`src/rtl/sseg_scan_scheduler_if.sv`:
```
// Update channel of the seven-segment scan scheduler: 16-bit display value with valid/ready.
interface sseg_scan_scheduler_if;
    logic [15:0] upd_data;
    logic        upd_valid;
    logic        upd_ready;

    modport master (
        output upd_data,
        output upd_valid,
        input  upd_ready
    );

    modport slave (
        input  upd_data,
        input  upd_valid,
        output upd_ready
    );
endinterface

```
`src/rtl/sseg_scan_scheduler.sv`:
```
// 4-digit seven-segment scan controller with blanking dead-time and frame-aligned updates.
// Optional leading-zero blanking is enabled by defining SSEG_LZ_BLANK_EN.
module sseg_scan_scheduler #(
    parameter int unsigned REFRESH_DIV  = 25000,
    parameter int unsigned BLANK_CYCLES = 2500
) (
    input  logic                        clk,
    input  logic                        reset,
    sseg_scan_scheduler_if.slave        upd,
    input  logic [3:0]                  digit_en,
    input  logic [3:0]                  dp_in,
    output logic [3:0]                  an,
    output logic [6:0]                  sseg,
    output logic                        dp,
    output logic                        frame_tick
);

    localparam int unsigned CntMax = (REFRESH_DIV > BLANK_CYCLES) ? REFRESH_DIV : BLANK_CYCLES;
    localparam int unsigned CntW   = (CntMax > 1) ? $clog2(CntMax) : 1;
    localparam logic [CntW-1:0] ShowLast  = CntW'(REFRESH_DIV - 1);
    localparam logic [CntW-1:0] BlankLast = CntW'((BLANK_CYCLES == 0) ? 0 : BLANK_CYCLES - 1);

    typedef enum logic [0:0] {StBlank, StShow} state_e;

    state_e          state_q, state_d;
    logic [CntW-1:0] cnt_q, cnt_d;
    logic [1:0]      idx_q, idx_d;
    logic [15:0]     disp_q, disp_d;
    logic [15:0]     pbuf_q, pbuf_d;
    logic            pend_q, pend_d;
    logic            ready_q, ready_d;
    logic [3:0]      an_q, an_d;
    logic [6:0]      sseg_q, sseg_d;
    logic            dp_q, dp_d;
    logic            tick_q, tick_d;
    logic [3:0]      nib;
    logic            lz;
    logic            shown;

    function automatic logic [6:0] hex_decode(input logic [3:0] n);
        logic [6:0] s;
        unique case (n)
            4'h0: s = 7'b1000000;
            4'h1: s = 7'b1111001;
            4'h2: s = 7'b0100100;
            4'h3: s = 7'b0110000;
            4'h4: s = 7'b0011001;
            4'h5: s = 7'b0010010;
            4'h6: s = 7'b0000010;
            4'h7: s = 7'b1111000;
            4'h8: s = 7'b0000000;
            4'h9: s = 7'b0010000;
            4'hA: s = 7'b0001000;
            4'hB: s = 7'b0000011;
            4'hC: s = 7'b1000110;
            4'hD: s = 7'b0100001;
            4'hE: s = 7'b0000110;
            4'hF: s = 7'b0001110;
        endcase
        return s;
    endfunction

    always_comb begin
        state_d = state_q;
        cnt_d   = cnt_q + 1'b1;
        idx_d   = idx_q;
        disp_d  = disp_q;
        pbuf_d  = pbuf_q;
        pend_d  = pend_q;

        unique case (state_q)
            StBlank: begin
                if (BLANK_CYCLES == 0 || cnt_q == BlankLast) begin
                    state_d = StShow;
                    cnt_d   = '0;
                end
            end
            StShow: begin
                if (cnt_q == ShowLast) begin
                    cnt_d   = '0;
                    idx_d   = idx_q + 2'd1;
                    state_d = (BLANK_CYCLES == 0) ? StShow : StBlank;
                end
            end
        endcase

        // Apply pending value on the frame boundary before accepting a new transfer, so a
        // transfer in the tick cycle itself lands in pending for the following frame.
        if (tick_q && pend_q) begin
            disp_d = pbuf_q;
            pend_d = 1'b0;
        end
        if (upd.upd_valid && ready_q) begin
            pbuf_d = upd.upd_data;
            pend_d = 1'b1;
        end
        ready_d = ~pend_d;

        // Outputs are computed from next-state values so they change on the entering edge.
        nib = disp_d[{idx_d, 2'b00} +: 4];
`ifdef SSEG_LZ_BLANK_EN
        unique case (idx_d)
            2'd3:    lz = (disp_d[15:12] == 4'h0);
            2'd2:    lz = (disp_d[15:8] == 8'h00);
            2'd1:    lz = (disp_d[15:4] == 12'h000);
            default: lz = 1'b0;
        endcase
`else
        lz = 1'b0;
`endif
        shown = (state_d == StShow) && digit_en[idx_d] && !lz;

        an_d   = 4'hF;
        sseg_d = 7'h7F;
        dp_d   = 1'b1;
        if (shown) begin
            an_d[idx_d] = 1'b0;
            sseg_d      = hex_decode(nib);
            dp_d        = ~dp_in[idx_d];
        end
        tick_d = (state_d == StShow) && (idx_d == 2'd3) && (cnt_d == ShowLast);
    end

    always_ff @(posedge clk) begin
        if (!reset) begin
            state_q <= StBlank;
            cnt_q   <= '0;
            idx_q   <= 2'd0;
            disp_q  <= 16'h0000;
            pbuf_q  <= 16'h0000;
            pend_q  <= 1'b0;
            ready_q <= 1'b0;
            an_q    <= 4'hF;
            sseg_q  <= 7'h7F;
            dp_q    <= 1'b1;
            tick_q  <= 1'b0;
        end else begin
            state_q <= state_d;
            cnt_q   <= cnt_d;
            idx_q   <= idx_d;
            disp_q  <= disp_d;
            pbuf_q  <= pbuf_d;
            pend_q  <= pend_d;
            ready_q <= ready_d;
            an_q    <= an_d;
            sseg_q  <= sseg_d;
            dp_q    <= dp_d;
            tick_q  <= tick_d;
        end
    end

    assign upd.upd_ready = ready_q;
    assign an            = an_q;
    assign sseg          = sseg_q;
    assign dp            = dp_q;
    assign frame_tick    = tick_q;

endmodule

```
`src/flat_wrapper.sv`:
```
// flat-port wrapper written by rule: the top's interface ports become plain ports
module sseg_scan_scheduler_flat 
#(
    parameter int unsigned REFRESH_DIV  = 25000,
    parameter int unsigned BLANK_CYCLES = 2500
)
  (clk, reset, digit_en, dp_in, an, sseg, dp, frame_tick, upd_upd_data, upd_upd_valid, upd_upd_ready);
  sseg_scan_scheduler_if upd_i ();
  input  logic clk;
  input  logic reset;
  input  logic [3:0] digit_en;
  input  logic [3:0] dp_in;
  output logic [3:0] an;
  output logic [6:0] sseg;
  output logic dp;
  output logic frame_tick;
  input wire logic [$bits(upd_i.upd_data)-1:0] upd_upd_data;
  input wire logic [$bits(upd_i.upd_valid)-1:0] upd_upd_valid;
  output wire logic [$bits(upd_i.upd_ready)-1:0] upd_upd_ready;
  assign upd_i.upd_data = upd_upd_data;
  assign upd_i.upd_valid = upd_upd_valid;
  assign upd_upd_ready = upd_i.upd_ready;
  sseg_scan_scheduler #(.REFRESH_DIV(REFRESH_DIV), .BLANK_CYCLES(BLANK_CYCLES)) u_core (.clk(clk), .reset(reset), .upd(upd_i), .digit_en(digit_en), .dp_in(dp_in), .an(an), .sseg(sseg), .dp(dp), .frame_tick(frame_tick));
endmodule
```
`config.mk`:
```
export PLATFORM = sky130hd
export DESIGN_NAME = sseg_scan_scheduler_flat
export DESIGN_NICKNAME = d
export VERILOG_FILES = /design/src/rtl/sseg_scan_scheduler_if.sv /design/src/rtl/sseg_scan_scheduler.sv /design/src/flat_wrapper.sv
export SDC_FILE = /design/constraint.sdc
export NUM_CORES = 1
export LEC_CHECK = 0
export ABC_AREA = 1
export CORE_ASPECT_RATIO = 0.8
export CORE_MARGIN = 4
export CORE_UTILIZATION = 35
export DETAILED_ROUTE_END_ITERATION = 16
export GPL_TIMING_DRIVEN = 0
export SLEW_MARGIN = 10
export SYNTH_ARGS = -nofsm -noshare
export SYNTH_HDL_FRONTEND = slang
export SYNTH_SLANG_ARGS = --single-unit
```
`constraint.sdc`:
```
create_clock -name clk -period 3.4 [get_ports clk]
set_input_delay 0.34 -clock clk [delete_from_list [all_inputs] [get_ports clk]]
set_output_delay 0.34 -clock clk [all_outputs]
set_load 0.01 [all_outputs]
```
# == Word level (Yosys, flattened, before mapping) ==
# Memories as Yosys holds them, arrays and structs flattened. A register that Yosys moved wholly into a read port is not among the register bits.
# Cells that the tools add are included.
# word_totals
ff_bits,58
romBits,112
in_bits,27
output_inout_bits,14
word_cells,49
n_memories,1
# mem_list
memory,words,word_bits,read_ports,rd_clocked_by_memory_dff,wr,line_no,rtl
(name not given),16,7,1,1,0,sseg_scan_scheduler.sv:42,unique case (n)
# op_classes
add_sub_neg,2
magnitude_cmp,2
eq_ne,4
n_shift,1
muxes,17
bitwise,4
n_reduce_logical,8
# op_table
cell,n
$eq 15x15->1 const B,2
$mux 15,2
$pmux 15 s2,1
$mux 16,1
$shiftx 16x5->4,1
$add 15x1->15 const B,1
$eq 15x12->1 const B,1
$mux 1,7
$logic_and 1x1->1,6
$bmux 1 s2,2
$mux 2,2
$not 4->4,1
$lt 2x3->1 const B,1
$not 1->1,3
$add 2x1->2 const B,1
$demux 1 s2,1
$eq 2x2->1 const B,1
$ge 2x1->1 const B,1
$pmux 1 s2,1
$reduce_and 2->1,1
$logic_not 1->1,1

# == Logic depth before layout (Yosys ltp) ==
# Gate-level depths: netlist of the first run.
# depth
ltp_word,8
ltp_mapped,18
mapped_depth_nobuf,17

# == Worst setup path before layout of the first run ==
# Ideal clock, no wire load.
# synth_path
path_type,flip-flop to flip-flop
from,register u_core.cnt_q[0]
to,"register u_core.sseg_q[0], in the netlist u_core.sseg[0]"
t_arrival_ns,2.122
required_time_ns,3.280
slack_ns,1.158
path_stages_with_launch,17
path_buffers,1
period_less_slack_ns,2.242
path_cell_list,dfxtp_1 ha_1 nand2_1 nor2_8 nand3_4 nand2_4 buf_6 nand2_1 nand2_1 nand2_1 nand2_1 inv_1 ha_1 inv_1 nand3_1 nand3_1 nand3_1
# synth_between
elab_chain_cells,8
# synth_rtl
item,line_no,rtl
"start, declared",sseg_scan_scheduler.sv:26,"logic [CntW-1:0] cnt_q, cnt_d;"
"start signal, assigned",sseg_scan_scheduler.sv:139,cnt_q <= cnt_d;
$eq 15x15->1,sseg_scan_scheduler.sv:79,if (cnt_q == ShowLast) begin
$mux 2,sseg_scan_scheduler.sv:79,
$mux 2,sseg_scan_scheduler.sv:71,unique case (state_q)
$bmux 1 s2,sseg_scan_scheduler.sv:111,shown = (state_d == StShow) && digit_en[idx_d] && !lz;
$mux 1 (not written as such),sseg_scan_scheduler.sv:111,
$logic_and 1x1->1,sseg_scan_scheduler.sv:111,
$reduce_and 2->1 (no line),-,
$logic_not 1->1 (no line),-,
"end, declared",sseg_scan_scheduler.sv:33,"logic [6:0] sseg_q, sseg_d;"
# Parallel ways exist; a longest one is shown, timed or not. The select of a mux whose other input is x is not followed.
# A chain may end at the register's enable or synchronous reset.

# == Worst setup path in the final report of the first run ==
# layout_path
from,register u_core.cnt_q[0]
to,"register u_core.sseg_q[1], in the netlist u_core.sseg[1]"
# The elaborated chain is that of the path after synthesis.

==> reports/results.tsv, run 1 <==
stage	metric	value	unit
die	die height	94.6	um
route	top sig layer	met4	
route	Final ANT Viol Nets	0	
sta	worst-margin pin slew	0.560	ns
logic_synthesis	Yosys cell types	32	
route	Initial DRC Count	142	
logic_synthesis	Post-Syn Instances	481	
die	CORE AREA	0.00911	mm^2
logic_synthesis	mux contribution to synthesized area	0.610	%
critical_path	Worst Path Class, Setup	reg2reg	
route	number of remaining DRC errors	0	
route	aggregate routed wire length	7950	um
critical_path	R2R cell count	16	
die	floorplan row count	31	
sta	Tcrit/Tclk final	79.7	%
run	maxcap violations	0	
sta	Hold Vio Cnt, Final	0	
sta	Setup TNS Final	0	ns
global_route	largest net degree at the start of global routing	14	
worst_hold_path	worst min path class	reg2reg	
clock_tree	Reg clk slew, reported paths	0.06	ns
die	Ports	41	
logic_synthesis	net count of the mapped netlist	514	
global_route	first-pass GRT wire length	13500	um
place	I/O Buffers	40	
sta	worst rel slew slack	62.7	%
logic_synthesis	Yosys warning total	0	
logic_synthesis	sequential share of the synthesized area	39.6	%
clock_tree	htree depth	3	
global_route	initial antenna violation count	0	
final_layout	area grow syn2layout	25.8	%
global_route	GRT Total Usage	15.6	%
logic_synthesis	Avg Cell Area, Syn	6.83	um^2
logic_synthesis	synthesized cell area	0.00328	mm^2
die	die width	116	um
logic_synthesis	largest family of logic cells by synthesized area	simple AND/OR/NAND/NOR gates	
clock_tree	Worst-Skew Late Latency	0.33	ns
route	DRT Pass-1 Iters	4	
die	Die ar.	0.0110	mm^2
route	Wirelength per Cell	12.2	um
logic_synthesis	Synth Area in Compound Gates	7.13	%
sta	Fmax	369	MHz
clock_tree	CTS buffer count	9	
clock_tree	hold buffers post-CTS	0	
final_layout	fin cells	652	
logic_synthesis	Post-Synth XOR/XNOR Area	1.33	%
sta	Tmin final	2.71	ns
outcome	status	complete, no violations	
critical_path	Setup crit start kind	flip-flop	
route	routed vias	3047	
place	placed insts	636	
sta	final setup vio count	0	
die	Starting Density	36.0	%
critical_path	crit end category	flip-flop	
global_route	grt ovf	0	
place	Post-DP HPWL	6030	um
global_route	vias in the first global route	2923	
pwr	Max IR drop VDD	0.202	mV
final_layout	register area	0.00130	mm^2
logic_synthesis	adder-cell share of the synthesized area	2.29	%
clock_tree	CTS sink cnt	65	
final_layout	Final Cell Area	0.00413	mm^2
logic_synthesis	ys async rst share	0	%
route	routed length on met3	440	um
place	gpl congestion	0.837	
pwr	Pwr per Cell Area	441	mW/mm^2
clock_tree	clk root buf	clkbuf_16	
critical_path	CP max FO	6	
route	WL met1	4020	um
worst_hold_path	Worst Hold Depth	2	
pwr	Lkg Pwr	1.93	nW
clock_tree	post-CTS setup buffers	0	
final_layout	multi-input logic area	0.00164	mm^2
pwr	total power	1.82	mW
final_layout	Final Util	45.3	%
logic_synthesis	Main synth FF type	dfxtp_1	
sta	unrepaired setup endpoints after global routing	no	
critical_path	CP arrival	2.94	ns
clock_tree	CTS tree	done	
logic_synthesis	Post-synth EDFFs	0	
logic_synthesis	Synth Register Bits	65	
final_layout	layout cell share with drive strength beyond 1	9.12	%
route	met2 WL	3350	um
sta	fin. max-slew vios	0	
critical_path	CP required	3.63	ns
final_layout	antenna cell count	0	
clock_tree	CTS Buffer Depth	2	
place	placed inst area	0.00383	mm^2
final_layout	Fill cells	942	
logic_synthesis	Synth Area in Simple Gates	38.6	%
clock_tree	Post-CTS Resized	0	
final_layout	fin nets	565	
sta	Setup Skew	0.00625	ns
route	Vias/cell	4.67	
==> cells by family after synthesis <==
kind of cell    after synthesis
simple gates                276
compound gates               45
mux                           2
fa+ha+maj                     6
flops                        65
buf+inv                      82
xor+xnor                      5
==> layout make-up <==
| cell class | instances | share of cell area, % |
|---|---|---|
| inverter | 68 | 6.30 |
| sequential | 65 | 31.5 |
| clock inverter | 7 | 1.85 |
| multi-input combinational | 334 | 39.8 |
| tap | 115 | 3.48 |
| buffer | 14 | 1.94 |
| timing repair buffer | 40 | 9.70 |
| clock buffer | 9 | 5.45 |
==> power breakdown <==
group | switching (mW) | total (mW) | leakage, nW | internal (mW)
sequential | 0.0114 | 0.792 | 0.528 | 0.781
clock | 0.366 | 0.939 | 0.143 | 0.573
combinational | 0.0429 | 0.0902 | 1.26 | 0.0473
==> worst max-delay path, stage by stage (launching register included) <==
cell and delay [ns]:
dfxtp_1 0.37, ha_1 0.29, nand3_1 0.10, nor2_1 0.30, nand3_2 0.22, nand2_2 0.15, nand2_1 0.17, nand2_1 0.10
nand2_1 0.05, nand2_1 0.06, nand2_1 0.12, inv_1 0.14, ha_1 0.24, nand2_1 0.10, nor2_1 0.05, nor2_1 0.08
nand2_1 0.05
==> routing by layer <==
metal / up-vias / global-route usage (%)
met1: 1349 / 21.9
met4: 0 / 5.99
met3: 13 / 3.65
met2: 76 / 23.0
met5: - / 0
li1: 1609 / -
==> stage by stage <==
| stage | hold slack, ns | worst slack (ns) |
|---|---|---|
| after floorplan | 0.445 | 1.16 |
| final | 0.483 | 0.690 |
| after detailed placement | 0.476 | 0.728 |
| after global placement | 0.467 | 0.779 |
| after global routing | 0.503 | 0.352 |
| after CTS | 0.489 | 0.674 |
==> cells in the final DEF (no fill, tap or decap) <==
cell / Yosys / routed
nand2_1: 98 / 98
nor2_8: 1 / 1
inv_6: 0 / 3
xor2_1: 5 / 5
clkinvlp_4: 0 / 2
clkdlybuf4s50_1: 0 / 40
buf_1: 1 / 1
o21ai_1: 2 / 2
a21oi_1: 4 / 4
clkinv_2: 0 / 1
dfxtp_1: 65 / 65
inv_2: 3 / 3
a21oi_2: 1 / 1
o21ai_0: 36 / 36
inv_1: 62 / 62
clkbuf_16: 0 / 9
o21a_1: 1 / 1
bufinv_16: 0 / 1
mux2i_1: 2 / 2
nand2_2: 8 / 8
buf_2: 1 / 1
nor3_1: 9 / 9
o211ai_1: 1 / 1
nand3_2: 2 / 2
clkinv_1: 1 / 1
nand4_1: 9 / 9
buf_6: 3 / 3
clkbuf_1: 8 / 8
ha_1: 6 / 6
nor2_1: 94 / 94
nor2_2: 2 / 2
nand3_1: 40 / 40
nand2_4: 4 / 4
buf_4: 1 / 1
nand3b_1: 4 / 4
nor2_4: 3 / 3
nand3_4: 2 / 2
inv_4: 2 / 2
==> path summary, 6_finish.rpt <==
| path | end | startpoint | slack [ns] |
|---|---|---|---|
| setup / recovery | u_core.sseg[1] | u_core.cnt_q[0] | 0.69 |
| hold / removal | u_core.pbuf_q[9] | u_core.pbuf_q[9] | 0.48 |
| setup reg to reg | u_core.sseg[1] | u_core.cnt_q[0] | 0.69 |
| hold reg to reg | u_core.pbuf_q[9] | u_core.pbuf_q[9] | 0.48 |
==> cell usage after synthesis (2+ instances only) <==
library cell / n / area share, %
nor2_1: 94 / 11
nand3_2: 2 / 0.61
inv_4: 2 / 0.38
dfxtp_1: 65 / 40
nand2_1: 98 / 11
inv_2: 3 / 0.34
inv_1: 62 / 7.1
mux2i_1: 2 / 0.61
xor2_1: 5 / 1.3
o21ai_1: 2 / 0.30
a21oi_1: 4 / 0.61
clkbuf_1: 8 / 0.91
nand3b_1: 4 / 0.91
nor2_4: 3 / 1.0
nor3_1: 9 / 1.4
ha_1: 6 / 2.3
nand2_2: 8 / 1.5
nand4_1: 9 / 1.7
nor2_2: 2 / 0.38
o21ai_0: 36 / 5.5
buf_6: 3 / 1.0
nand3_4: 2 / 1.1
nand3_1: 40 / 6.1
nand2_4: 4 / 1.4
==> state kept, by name (all words and copies together), names as in the netlist <==
name,flops
u_core.idx_q,2
u_core.cnt_q,15
u_core.pbuf_q,16
u_core.disp_q,16
u_core.pend_q,1
u_core.dp,1
u_core.frame_tick,1
u_core.sseg,7
u_core.upd.upd_ready,1
u_core.state_q,1
u_core.an,4
Note: power is estimated with default switching activity, not from simulation.
==> run 2: changes to the inputs <==
clock period = 2.4 ns   (was 3.4 ns; I/O delays follow)
==> reports/results.tsv, run 2 (synthesized netlist as in run 1, its figures left out) <==
stage	metric	value	unit	change
sta	Tmin final	2.31	ns	-0.403 ns
sta	worst rel slew slack	62.5	%	-0.16 points
critical_path	CP required	2.62	ns	-1.01 ns
die	Ports	41		unchanged
clock_tree	hold buffers post-CTS	0		unchanged
worst_hold_path	worst min path class	reg2reg		
clock_tree	CTS tree	done		
die	CORE AREA	0.00911	mm^2	unchanged
clock_tree	CTS sink cnt	65		unchanged
final_layout	antenna cell count	0		unchanged
die	Starting Density	36.0	%	unchanged
place	dpl ws	-0.272	ns	-1.00 ns
critical_path	R2R cell count	14		-2
sta	Fmax	433	MHz	+17%
critical_path	CP arrival	2.53	ns	-0.41 ns
route	DRT Pass-1 Iters	4		unchanged
final_layout	most frequent cells in the layout	91 x nor2_1, 89 x nand2_1, 60 x dfxtp_1, 59 x inv_1		
die	floorplan row count	31		unchanged
die	die height	94.6	um	unchanged
global_route	first-pass GRT wire length	13600	um	+0.10%
run	maxcap violations	0		unchanged
route	aggregate routed wire length	8170	um	+2.7%
pwr	Flop pwr share	43.5	%	about the same
global_route	largest net degree at the start of global routing	14		unchanged
clock_tree	CTS Buffer Depth	2		unchanged
route	number of remaining DRC errors	0		unchanged
sta	Tcrit/Tclk final	96.1	%	+16 points
worst_hold_path	hold path startpoint	u_core.cnt_q[0]		
route	Wirelength per Cell	12.3	um	+0.87%
critical_path	CP max FO	10		+4
route	Vias/cell	4.69		+0.29%
critical_path	Worst Path Class, Setup	reg2reg		
final_layout	fin nets	577		+2.1%
final_layout	most common cell after layout, fill and taps aside	nor2_1		
pwr	Pwr per Cell Area	599	mW/mm^2	+36%
clock_tree	Worst-Skew Late Latency	0.33	ns	about the same
final_layout	layout cell share with drive strength beyond 1	15.3	%	+6.2 points
sta	Setup TNS Final	0	ns	unchanged
pwr	Combinational Power Share	5.2	%	+0.2 points
final_layout	area grow syn2layout	31.4	%	
critical_path	worst r2r dst	u_core.sseg[0]		
pwr	Lkg Pwr	2.00	nW	+3.5%
clock_tree	clk root buf	clkbuf_16		
place	gpl congestion	0.837		unchanged
final_layout	multi-input logic area	0.00172	mm^2	+4.8%
worst_hold_path	Hold EP	u_core.cnt_q[0]		
route	Final ANT Viol Nets	0		unchanged
pwr	total power	2.58	mW	+42%
pwr	Psw	595	uW	+42%
sta	final setup vio count	0		unchanged
clock_tree	Reg clk slew, reported paths	0.06	ns	about the same
place	Post-DP HPWL	6030	um	unchanged
final_layout	largest registers	u_core.disp_q (16), u_core.pbuf_q (16), u_core.cnt_q (15)		
die	Die ar.	0.0110	mm^2	unchanged
sta	fin. max-slew vios	0		unchanged
critical_path	start of the worst register-to-register path	u_core.cnt_q[0]		
pwr	Max IR drop VDD	0.294	mV	+46%
final_layout	register area	0.00131	mm^2	+0.87%
sta	worst setup margin	0.0930	ns	-0.597 ns
clock_tree	htree depth	3		unchanged
critical_path	crit end category	flip-flop		
outcome	status	complete, no violations		
die	die width	116	um	unchanged
pwr	Clk pwr share	51.4	%	-0.2 points
sta	worst-margin pin slew	0.563	ns	+0.00247 ns
global_route	GRT Total Usage	15.6	%	about the same
pwr	Pint	1.99	mW	+42%
clock_tree	CTS buffer count	9		unchanged
worst_hold_path	Worst Hold Depth	1		-1
global_route	vias in the first global route	2921		-0.068%
critical_path	Setup crit start kind	flip-flop		
final_layout	Fill cells	921		-2.2%
route	routed vias	3112		+2.1%
pwr	switching share of power	23.0	%	-0.033 points
route	Initial DRC Count	149		+4.9%
sta	Hold Vio Cnt, Final	0		unchanged
place	I/O Buffers	40		unchanged
global_route	initial antenna violation count	0		unchanged
critical_path	reg-to-reg slack, setup	0.09	ns	-0.60 ns
global_route	grt ovf	0		unchanged
sta	Setup Skew	0.00556	ns	-0.000691 ns
==> run 2: repair_timing <==
| item | 4_1_cts | 5_1_grt |
|---|---|---|
| gates resized for setup | 9 | 23 |
| setup endpoints to repair | 7 | 7 |
| gates cloned | 0 | 0 |
| pin swaps | 1 | 15 |
| buffers inserted | 0 | 13 |
==> run 2: worst max-delay path by stage <==
stage                    startpoint             end  cells after the start
detailed placement  u_core.cnt_q[0]  u_core.sseg[1]                     16
global placement    u_core.cnt_q[0]  u_core.sseg[1]                     16
CTS                 u_core.cnt_q[7]  u_core.sseg[0]                     17
finish              u_core.cnt_q[0]  u_core.sseg[0]                     14
floorplan           u_core.cnt_q[0]  u_core.sseg[0]                     16
global route        u_core.cnt_q[1]  u_core.sseg[1]                     15
==> run 2: critical path: stages, from the launching register on <==
cell     delay (ns)
dfxtp_4        0.37
ha_4           0.16
nand3_1        0.13
nor2_4         0.18
buf_4          0.14
nand4_1        0.14
nand2_4        0.19
nand2_1        0.11
nand2_4        0.11
inv_2          0.05
ha_1           0.24
inv_1          0.10
nand3_1        0.10
nand3_1        0.10
nand3_1        0.07
==> run 2: final cells by class <==
type | count | share of cell area (%)
multi-input combinational | 334 | 39.9
sequential | 65 | 30.4
timing repair buffer | 53 | 11.5
inverter | 68 | 6.03
clock buffer | 9 | 5.22
tap | 115 | 3.34
buffer | 13 | 1.80
clock inverter | 7 | 1.77
==> run 2: layer usage <==
metal | vias up | share of wire [%] | track usage [%]
li1 | 1641 | - | -
met1 | 1376 | 50 | 21.9
met2 | 85 | 43 | 23.0
met3 | 10 | 5.7 | 3.65
met4 | 0 | 1.2 | 5.99
met5 | - | 0 | 0
==> run 2: metrics by stage <==
step	instance area, um^2	hold slack, ns	util, %	instances
finish	4310	0.460	47.3	664
global route	4310	0.473	47.3	664
CTS	4160	0.481	45.6	652
detailed placement	3830	0.476	42.0	636
global placement	3830	0.467	42.0	636
floorplan	3280	0.407	-	481
==> run 2: power groups by stage <==
stage | registers, mW | logic, mW | clock network, mW
after floorplan | 1.14 | 0.0646 | 0
after global placement | 1.15 | 0.127 | 0
after detailed placement | 1.15 | 0.129 | 0
after CTS | 1.12 | 0.132 | 1.36
after global routing | 1.13 | 0.153 | 1.41
final | 1.12 | 0.134 | 1.33
